<file path="config.mk">
export PLATFORM = sky130hd
export DESIGN_NAME = softmax_argmax_stream_flat
export DESIGN_NICKNAME = d
export VERILOG_FILES = /design/src/rtl/nn_pkg.sv /design/src/rtl/softmax_argmax_stream_if.sv /design/src/rtl/nn_sync_fifo.sv /design/src/rtl/softmax_argmax_stream.sv /design/src/flat_wrapper.sv
export SDC_FILE = /design/constraint.sdc
export NUM_CORES = 1
export LEC_CHECK = 0
export ABC_AREA = 0
export CAP_MARGIN = 20
export CORE_UTILIZATION = 51
export CTS_CLUSTER_DIAMETER = 200
export CTS_CLUSTER_SIZE = 10
export DETAILED_ROUTE_END_ITERATION = 7
export PLACE_DENSITY = 0.75
export SETUP_SLACK_MARGIN = 0.4
export SYNTH_ARGS = -nofsm -noshare
export SYNTH_HDL_FRONTEND = slang
export SYNTH_SLANG_ARGS = --single-unit
</file>
<file path="constraint.sdc">
create_clock -name clk -period 2.9 [get_ports clk]
set_input_delay 0.725 -clock clk [delete_from_list [all_inputs] [get_ports clk]]
set_output_delay 0.725 -clock clk [all_outputs]
set_load 0.1 [all_outputs]
</file>
<file path="src/rtl/nn_pkg.sv">
// Shared types for the softmax network and its downstream classifier stages.
package nn_pkg;

   // Class-index width for n classes; never narrower than one bit.
   function automatic int nn_idx_w(input int n);
      return (n <= 2) ? 1 : $clog2(n);
   endfunction

   localparam int NN_WIDTH    = 18;  // signed score width
   localparam int NN_FRAC     = 8;   // fractional bits (Q-format, informational)
   localparam int NN_OUT_SIZE = 3;   // classes per sample
   localparam int NN_IDX_W    = nn_idx_w(NN_OUT_SIZE);

   typedef logic signed [NN_WIDTH-1:0] score_t;
   typedef logic        [NN_IDX_W-1:0] idx_t;

   // One classification result: winning class and its score.
   typedef struct packed {
      idx_t   idx;
      score_t score;
   } argmax_result_t;

endpackage

</file>
<file path="src/rtl/softmax_argmax_stream_if.sv">
// Score-in / result-out valid-ready bundle of the argmax stage.
interface softmax_argmax_stream_if
   import nn_pkg::*;
#(
   parameter int WIDTH = NN_WIDTH,
   parameter int IDX_W = NN_IDX_W
);
   logic                    s_valid;
   logic                    s_ready;
   logic signed [WIDTH-1:0] s_data;
   logic                    s_last;
   logic                    m_valid;
   logic                    m_ready;
   logic [IDX_W-1:0]        m_class;
   logic signed [WIDTH-1:0] m_score;

   // Block side: consumes scores, produces results.
   modport slave (
      input  s_valid, s_data, s_last, m_ready,
      output s_ready, m_valid, m_class, m_score
   );

   // Environment side: producer of scores and consumer of results.
   modport master (
      output s_valid, s_data, s_last, m_ready,
      input  s_ready, m_valid, m_class, m_score
   );
endinterface

</file>
<file path="src/rtl/nn_sync_fifo.sv">
// Single-clock FIFO with an explicit occupancy counter driving full/empty.
module nn_sync_fifo #(
   parameter int DATA_W = 8,
   parameter int DEPTH  = 4,
   localparam int PTR_W = $clog2(DEPTH),
   localparam int CNT_W = $clog2(DEPTH + 1)
) (
   input  logic              clk,
   input  logic              rst_n,
   input  logic              i_push,
   input  logic [DATA_W-1:0] i_data,
   input  logic              i_pop,
   output logic [DATA_W-1:0] o_data,
   output logic              o_full,
   output logic              o_empty,
   output logic [CNT_W-1:0]  o_count
);
   logic [DATA_W-1:0] r_mem [DEPTH];
   logic [PTR_W-1:0]  r_wr_ptr;
   logic [PTR_W-1:0]  r_rd_ptr;
   logic [CNT_W-1:0]  r_count;
   logic              w_do_push;
   logic              w_do_pop;

   assign w_do_push = i_push && !o_full;
   assign w_do_pop  = i_pop && !o_empty;

   // Storage write.
   // NOTE: the data array has no reset; validity is tracked by the counter, so stale entries are never observed.
   always_ff @(posedge clk) begin
      if (w_do_push) begin
         // NOTE: non-blocking assignments for all sequential state so every register samples pre-edge values.
         r_mem[r_wr_ptr] <= i_data;
      end
   end

   // Pointers wrap naturally (DEPTH is a power of two); count tracks occupancy.
   always_ff @(posedge clk) begin
      if (!rst_n) begin
         r_wr_ptr <= '0;
         r_rd_ptr <= '0;
         r_count  <= '0;
      end else begin
         if (w_do_push) r_wr_ptr <= r_wr_ptr + PTR_W'(1);
         if (w_do_pop)  r_rd_ptr <= r_rd_ptr + PTR_W'(1);
         case ({w_do_push, w_do_pop})
            2'b10:   r_count <= r_count + CNT_W'(1);
            2'b01:   r_count <= r_count - CNT_W'(1);
            default: r_count <= r_count;
         endcase
      end
   end

   assign o_full  = (r_count == CNT_W'(DEPTH));
   assign o_empty = (r_count == '0);
   assign o_count = r_count;
   // Head reads as zero while empty so the result outputs have a defined reset value.
   assign o_data  = o_empty ? '0 : r_mem[r_rd_ptr];
endmodule

</file>
<file path="src/rtl/softmax_argmax_stream.sv">
// Streaming argmax: reduces each OUT_SIZE-score group to {class, score}
// and queues the result in a small FIFO for a slow consumer.
module softmax_argmax_stream
   import nn_pkg::*;
#(
   parameter int WIDTH      = NN_WIDTH,
   parameter int FRAC       = NN_FRAC,
   parameter int OUT_SIZE   = NN_OUT_SIZE,
   parameter int FIFO_DEPTH = 4,
   localparam int IDX_W     = nn_idx_w(OUT_SIZE),
   localparam int CNT_W     = $clog2(FIFO_DEPTH + 1)
) (
   input  logic                     clk,
   input  logic                     rst_n,
   softmax_argmax_stream_if.slave   bus,
   output logic [31:0]              sample_cnt,
   output logic                     err_frame
);
   // The result record layout is fixed by nn_pkg; reject configurations it cannot hold.
   if (OUT_SIZE < 2 || FIFO_DEPTH < 2 || (FIFO_DEPTH & (FIFO_DEPTH - 1)) != 0 ||
       WIDTH != NN_WIDTH || IDX_W != NN_IDX_W || FRAC >= WIDTH) begin : g_bad_param
      $error("softmax_argmax_stream: unsupported parameter set");
   end

   logic [IDX_W-1:0] r_elem_cnt;
   idx_t             r_run_idx;
   score_t           r_run_max;
   logic [31:0]      r_sample_cnt;
   logic             r_err_frame;

   logic             w_accept;
   logic             w_last_elem;
   logic             w_take;
   logic             w_push;
   logic             w_full;
   logic             w_empty;
   logic [CNT_W-1:0] w_unused_count;   // occupancy, exposed by the FIFO for debug
   argmax_result_t   w_push_data;
   argmax_result_t   w_head;

   assign w_accept    = bus.s_valid && bus.s_ready;
   assign w_last_elem = (r_elem_cnt == IDX_W'(OUT_SIZE - 1));
   // First element always seeds the running max; later ones must be strictly greater (ties keep lower index).
   assign w_take      = (r_elem_cnt == '0) || (bus.s_data > r_run_max);
   assign w_push      = w_accept && w_last_elem;

   // The final compare is folded in combinationally so the result is pushed with the last beat.
   assign w_push_data.idx   = w_take ? r_elem_cnt : r_run_idx;
   assign w_push_data.score = w_take ? bus.s_data : r_run_max;

   // Running max, element framing, sample counter and sticky framing error.
   always_ff @(posedge clk) begin
      if (!rst_n) begin
         r_elem_cnt   <= '0;
         r_run_idx    <= '0;
         r_run_max    <= '0;
         r_sample_cnt <= '0;
         r_err_frame  <= 1'b0;
      end else if (w_accept) begin
         if (w_take) begin
            r_run_max <= bus.s_data;
            r_run_idx <= r_elem_cnt;
         end
         if (w_last_elem) begin
            r_elem_cnt   <= '0;
            r_sample_cnt <= r_sample_cnt + 32'd1;
         end else begin
            r_elem_cnt <= r_elem_cnt + IDX_W'(1);
         end
         if (bus.s_last != w_last_elem) r_err_frame <= 1'b1;
      end
   end

   nn_sync_fifo #(
      .DATA_W ($bits(argmax_result_t)),
      .DEPTH  (FIFO_DEPTH)
   ) u_fifo (
      .clk     (clk),
      .rst_n   (rst_n),
      .i_push  (w_push),
      .i_data  (w_push_data),
      .i_pop   (bus.m_ready),
      .o_data  (w_head),
      .o_full  (w_full),
      .o_empty (w_empty),
      .o_count (w_unused_count)
   );

   // s_ready depends only on registered occupancy, never on m_ready.
   assign bus.s_ready = !w_full;
   assign bus.m_valid = !w_empty;
   assign bus.m_class = w_head.idx;
   assign bus.m_score = w_head.score;
   assign sample_cnt  = r_sample_cnt;
   assign err_frame   = r_err_frame;
endmodule

</file>
<file path="src/flat_wrapper.sv">
// flat-port wrapper written by rule: the top's interface ports become plain ports
module softmax_argmax_stream_flat import nn_pkg::*;
#(
   parameter int WIDTH      = NN_WIDTH,
   parameter int FRAC       = NN_FRAC,
   parameter int OUT_SIZE   = NN_OUT_SIZE,
   parameter int FIFO_DEPTH = 4,
   localparam int IDX_W     = nn_idx_w(OUT_SIZE),
   localparam int CNT_W     = $clog2(FIFO_DEPTH + 1)
)
  (clk, rst_n, sample_cnt, err_frame, bus_s_valid, bus_s_data, bus_s_last, bus_m_ready, bus_s_ready, bus_m_valid, bus_m_class, bus_m_score);
  softmax_argmax_stream_if #(.WIDTH(WIDTH), .IDX_W(2)) bus_i ();
  input  logic clk;
  input  logic rst_n;
  output logic [31:0] sample_cnt;
  output logic err_frame;
  input wire logic [$bits(bus_i.s_valid)-1:0] bus_s_valid;
  input wire logic [$bits(bus_i.s_data)-1:0] bus_s_data;
  input wire logic [$bits(bus_i.s_last)-1:0] bus_s_last;
  input wire logic [$bits(bus_i.m_ready)-1:0] bus_m_ready;
  output wire logic [$bits(bus_i.s_ready)-1:0] bus_s_ready;
  output wire logic [$bits(bus_i.m_valid)-1:0] bus_m_valid;
  output wire logic [$bits(bus_i.m_class)-1:0] bus_m_class;
  output wire logic [$bits(bus_i.m_score)-1:0] bus_m_score;
  assign bus_i.s_valid = bus_s_valid;
  assign bus_i.s_data = bus_s_data;
  assign bus_i.s_last = bus_s_last;
  assign bus_i.m_ready = bus_m_ready;
  assign bus_s_ready = bus_i.s_ready;
  assign bus_m_valid = bus_i.m_valid;
  assign bus_m_class = bus_i.m_class;
  assign bus_m_score = bus_i.m_score;
  softmax_argmax_stream #(.WIDTH(WIDTH), .FRAC(FRAC), .OUT_SIZE(OUT_SIZE), .FIFO_DEPTH(FIFO_DEPTH)) u_core (.clk(clk), .rst_n(rst_n), .bus(bus_i), .sample_cnt(sample_cnt), .err_frame(err_frame));
endmodule
</file>
==> impl_metrics.toml <==
[critical_path]
r2r-end = "u_core.u_fifo.r_mem[2][7]"
cp-start-kind = "register"
timing.rr.start = "u_core.r_run_max[12]"
end_kind = "primary output"
reg2reg_depth = 11
arrival_ns = 1.92
path_max_fanout = 5
cp.required_ns = 2.17
r2r_slack_ns = 0.29
path_class = "reg -> out"

[cells_and_area]
layout.nets = 741
final_cells = 878
post-route-util = 0.735
drive_above_1_share = 0.433
syn_to_final_growth_pct = 38.6
antenna_cells = 0
fillers = 783
layout_common_cells = "94 x buf_4, 80 x edfxtp_1, 58 x nand2_1"
layout_commonest_cell = "buf_4"

[drt]
via_count = 4799
routed_wl_mm = 16.4
drtIter0Drc = 279
drcViolationCount = 0
avgViaCountPerCell = 5.47
detail_route.first_pass.iterations = 5
wl_per_cell_um = 18.7
ant_nets = 0

[yosys]
yosys.area_share.simple = 0.154
synthAdderAreaFrac = 0.0472
synthFlopType = "edfxtp_1"
synth_area_per_cell_um2 = 12.4
yosysWarnings = 0
synth_compound_area_frac = 0.0487
async_flop_share = 0
ys_seq_area_frac = 0.543
yosys_register_bits = 144
synth_fp_nets = 596
synth_cell_type_count = 53
synth_xor_area_frac = 0.0401
synth_edf_count = 80
synth_top_family_by_area = "simple AND/OR/NAND/NOR gates"
synthesis.area_um2 = 6780
postSynthCellCount = 548
synthMuxAreaShare = 0.130

[placement]
dp_hpwl_mm = 10.1
dp.cells = 814
place_ws_ns = -0.410
portBuffers = 77
gp_congestion = 0.810

[cts]
clock-sinks = 144
clkSlewWorstSetupHoldPaths_ns = 0.06
hold_buffers = 0
root_buffer = "clkbuf_16"
h-tree-depth = 4
clk_path_buf_depth = 2
cts_tree = "built"
cts_buffers = 17
worstSkewPairLatency_ns = 0.43

[job]
max_cap_viol_count = 0

[timing]
max_freq_ghz = 0.377
tightest_slew_ns = 0.458
setup_tns_ns = 0
rsz0062_at_grt = "true"
max_slew_margin = 0.694
hold_violations = 0
finalCriticalPeriod_ns = 2.65
setup_ws_ns = 0.251
skew_ns = 0.0101
min_period_over_period = 0.914
setup_viol = 0
slew_viol_final = 0

[power]
p_leak_nw = 3.55
cellPowerDensity_nw_per_um2 = 538
ir_worst_vdd_mv = 0.386

[global_routing]
grt_max_degree = 44
antenna_found_initial = 0
overflow = 0
grt_usage = 0.250
grt_pass1_wl_mm = 24.8
grt_pass1_vias = 4800

[hold_path]
whs_path_depth = 2
min_from = "u_core.r_run_max[10]"
hp-class = "reg -> reg"
holdPathEnd = "u_core.r_run_max[10]"

[floorplanning]
die_y_um = 117
start_util = 0.531
io_pins = 78
rows = 41
core-area_um2 = 12800
die_w_um = 117
dieArea_um2 = 13800

[status]
status = "finished, final reports clean"
## cell type report
class	instances	area (µm²)	area share
well taps	172	215	0.0229
inverters	36	135	0.0144
flip-flops and latches	144	3720	0.396
clock buffers	17	425	0.0453
clock inverters	15	125	0.0133
multi-input cells	346	3250	0.346
repair buffers	148	1520	0.161
## worst max-delay path: stages, from the launching register on
cell and delay [ns]:
dfxtp_4 0.40, buf_12 0.13, buf_16 0.12, mux4_2 0.50
and2_4 0.18, buf_12 0.16
## logic make-up after synthesis
| kind of cell | count (synthesis) |
|---|---|
| muxes | 57 |
| buffers and inverters | 58 |
| adders and majority gates | 25 |
| and+or+nand+nor | 189 |
| DFF | 144 |
| AOI/OAI and AO/OA | 44 |
| xor gates and xnor gates | 31 |
## synth_stat cells (5+ instances only)
master    number  area share
or3_1          5      0.0046
mux2_4        10       0.022
nor2_1        11      0.0061
o21ai_0        9      0.0066
and2_1        52       0.048
nor2b_1       10      0.0092
nand4_1        9      0.0083
mux4_2        20       0.066
clkbuf_1      14      0.0078
and3_1         5      0.0046
o211ai_1       5      0.0055
edfxtp_1      80        0.35
a21oi_1        8      0.0059
mux2_2         8       0.013
xor2_1        11       0.014
nand2_1       59       0.033
inv_1         36       0.020
a21boi_0       6      0.0066
nor3_1         5      0.0037
buf_2          5      0.0037
dfxtp_1       64        0.19
nand3_1       15       0.011
mux2i_1       19       0.028
xnor2_1       20       0.026
ha_1          24       0.044
## power breakdown
group	switching, mW	internal, mW	total (mW)	leakage, nW
combinational	0.421	0.378	0.799	2.04
clock	0.910	1.11	2.02	0.260
sequential	0.0302	2.20	2.23	1.25
total	1.36	3.69	5.05	3.55
## registers in the layout, summed over array words and instances (netlist names), 2 cells and up, named ones only
register	flops
u_core.r_run_max	18
u_core.u_fifo.r_wr_ptr	2
u_core.u_fifo.r_mem	80
u_core.sample_cnt	32
u_core.r_run_idx	2
u_core.r_elem_cnt	2
u_core.u_fifo.r_rd_ptr	2
u_core.u_fifo.o_count	3
## metrics by stage
stage	area (µm²)	power, mW	hold slack, ns
after floorplan	6940	2.67	0.444
after global placement	8230	2.87	0.457
after detailed placement	8230	2.90	0.473
after CTS	9190	4.99	0.477
after global routing	9390	5.20	0.506
final	9390	5.05	0.476
## routing by layer
layer  vias to the layer above  part of all wire  GRT usage
met4                         0             0.026      0.111
li1                       2245                 -          -
met3                        32             0.053     0.0572
met2                       147              0.51      0.425
met5                         -                 0          0
met1                      2375              0.41      0.303
## how the worst max path moves through the flow
stage                         from                         end
floorplan           bus_s_data[15]  u_core.u_fifo.r_mem[0][10]
global placement    bus_s_data[15]   u_core.u_fifo.r_mem[0][4]
CTS                       register              bus_m_score[4]
global route              register              bus_m_score[4]
finish                    register              bus_m_score[4]
detailed placement  bus_s_data[15]   u_core.u_fifo.r_mem[1][6]
## repair_timing
action / 4_1_cts / 5_1_grt
pin swaps: 27 / 20
buffers inserted: 14 / 14
gates cloned: 4 / 0
gates resized for setup: 130 / 36
setup endpoints to repair: 120 / 119
Note: power is estimated with default switching activity, not from simulation.
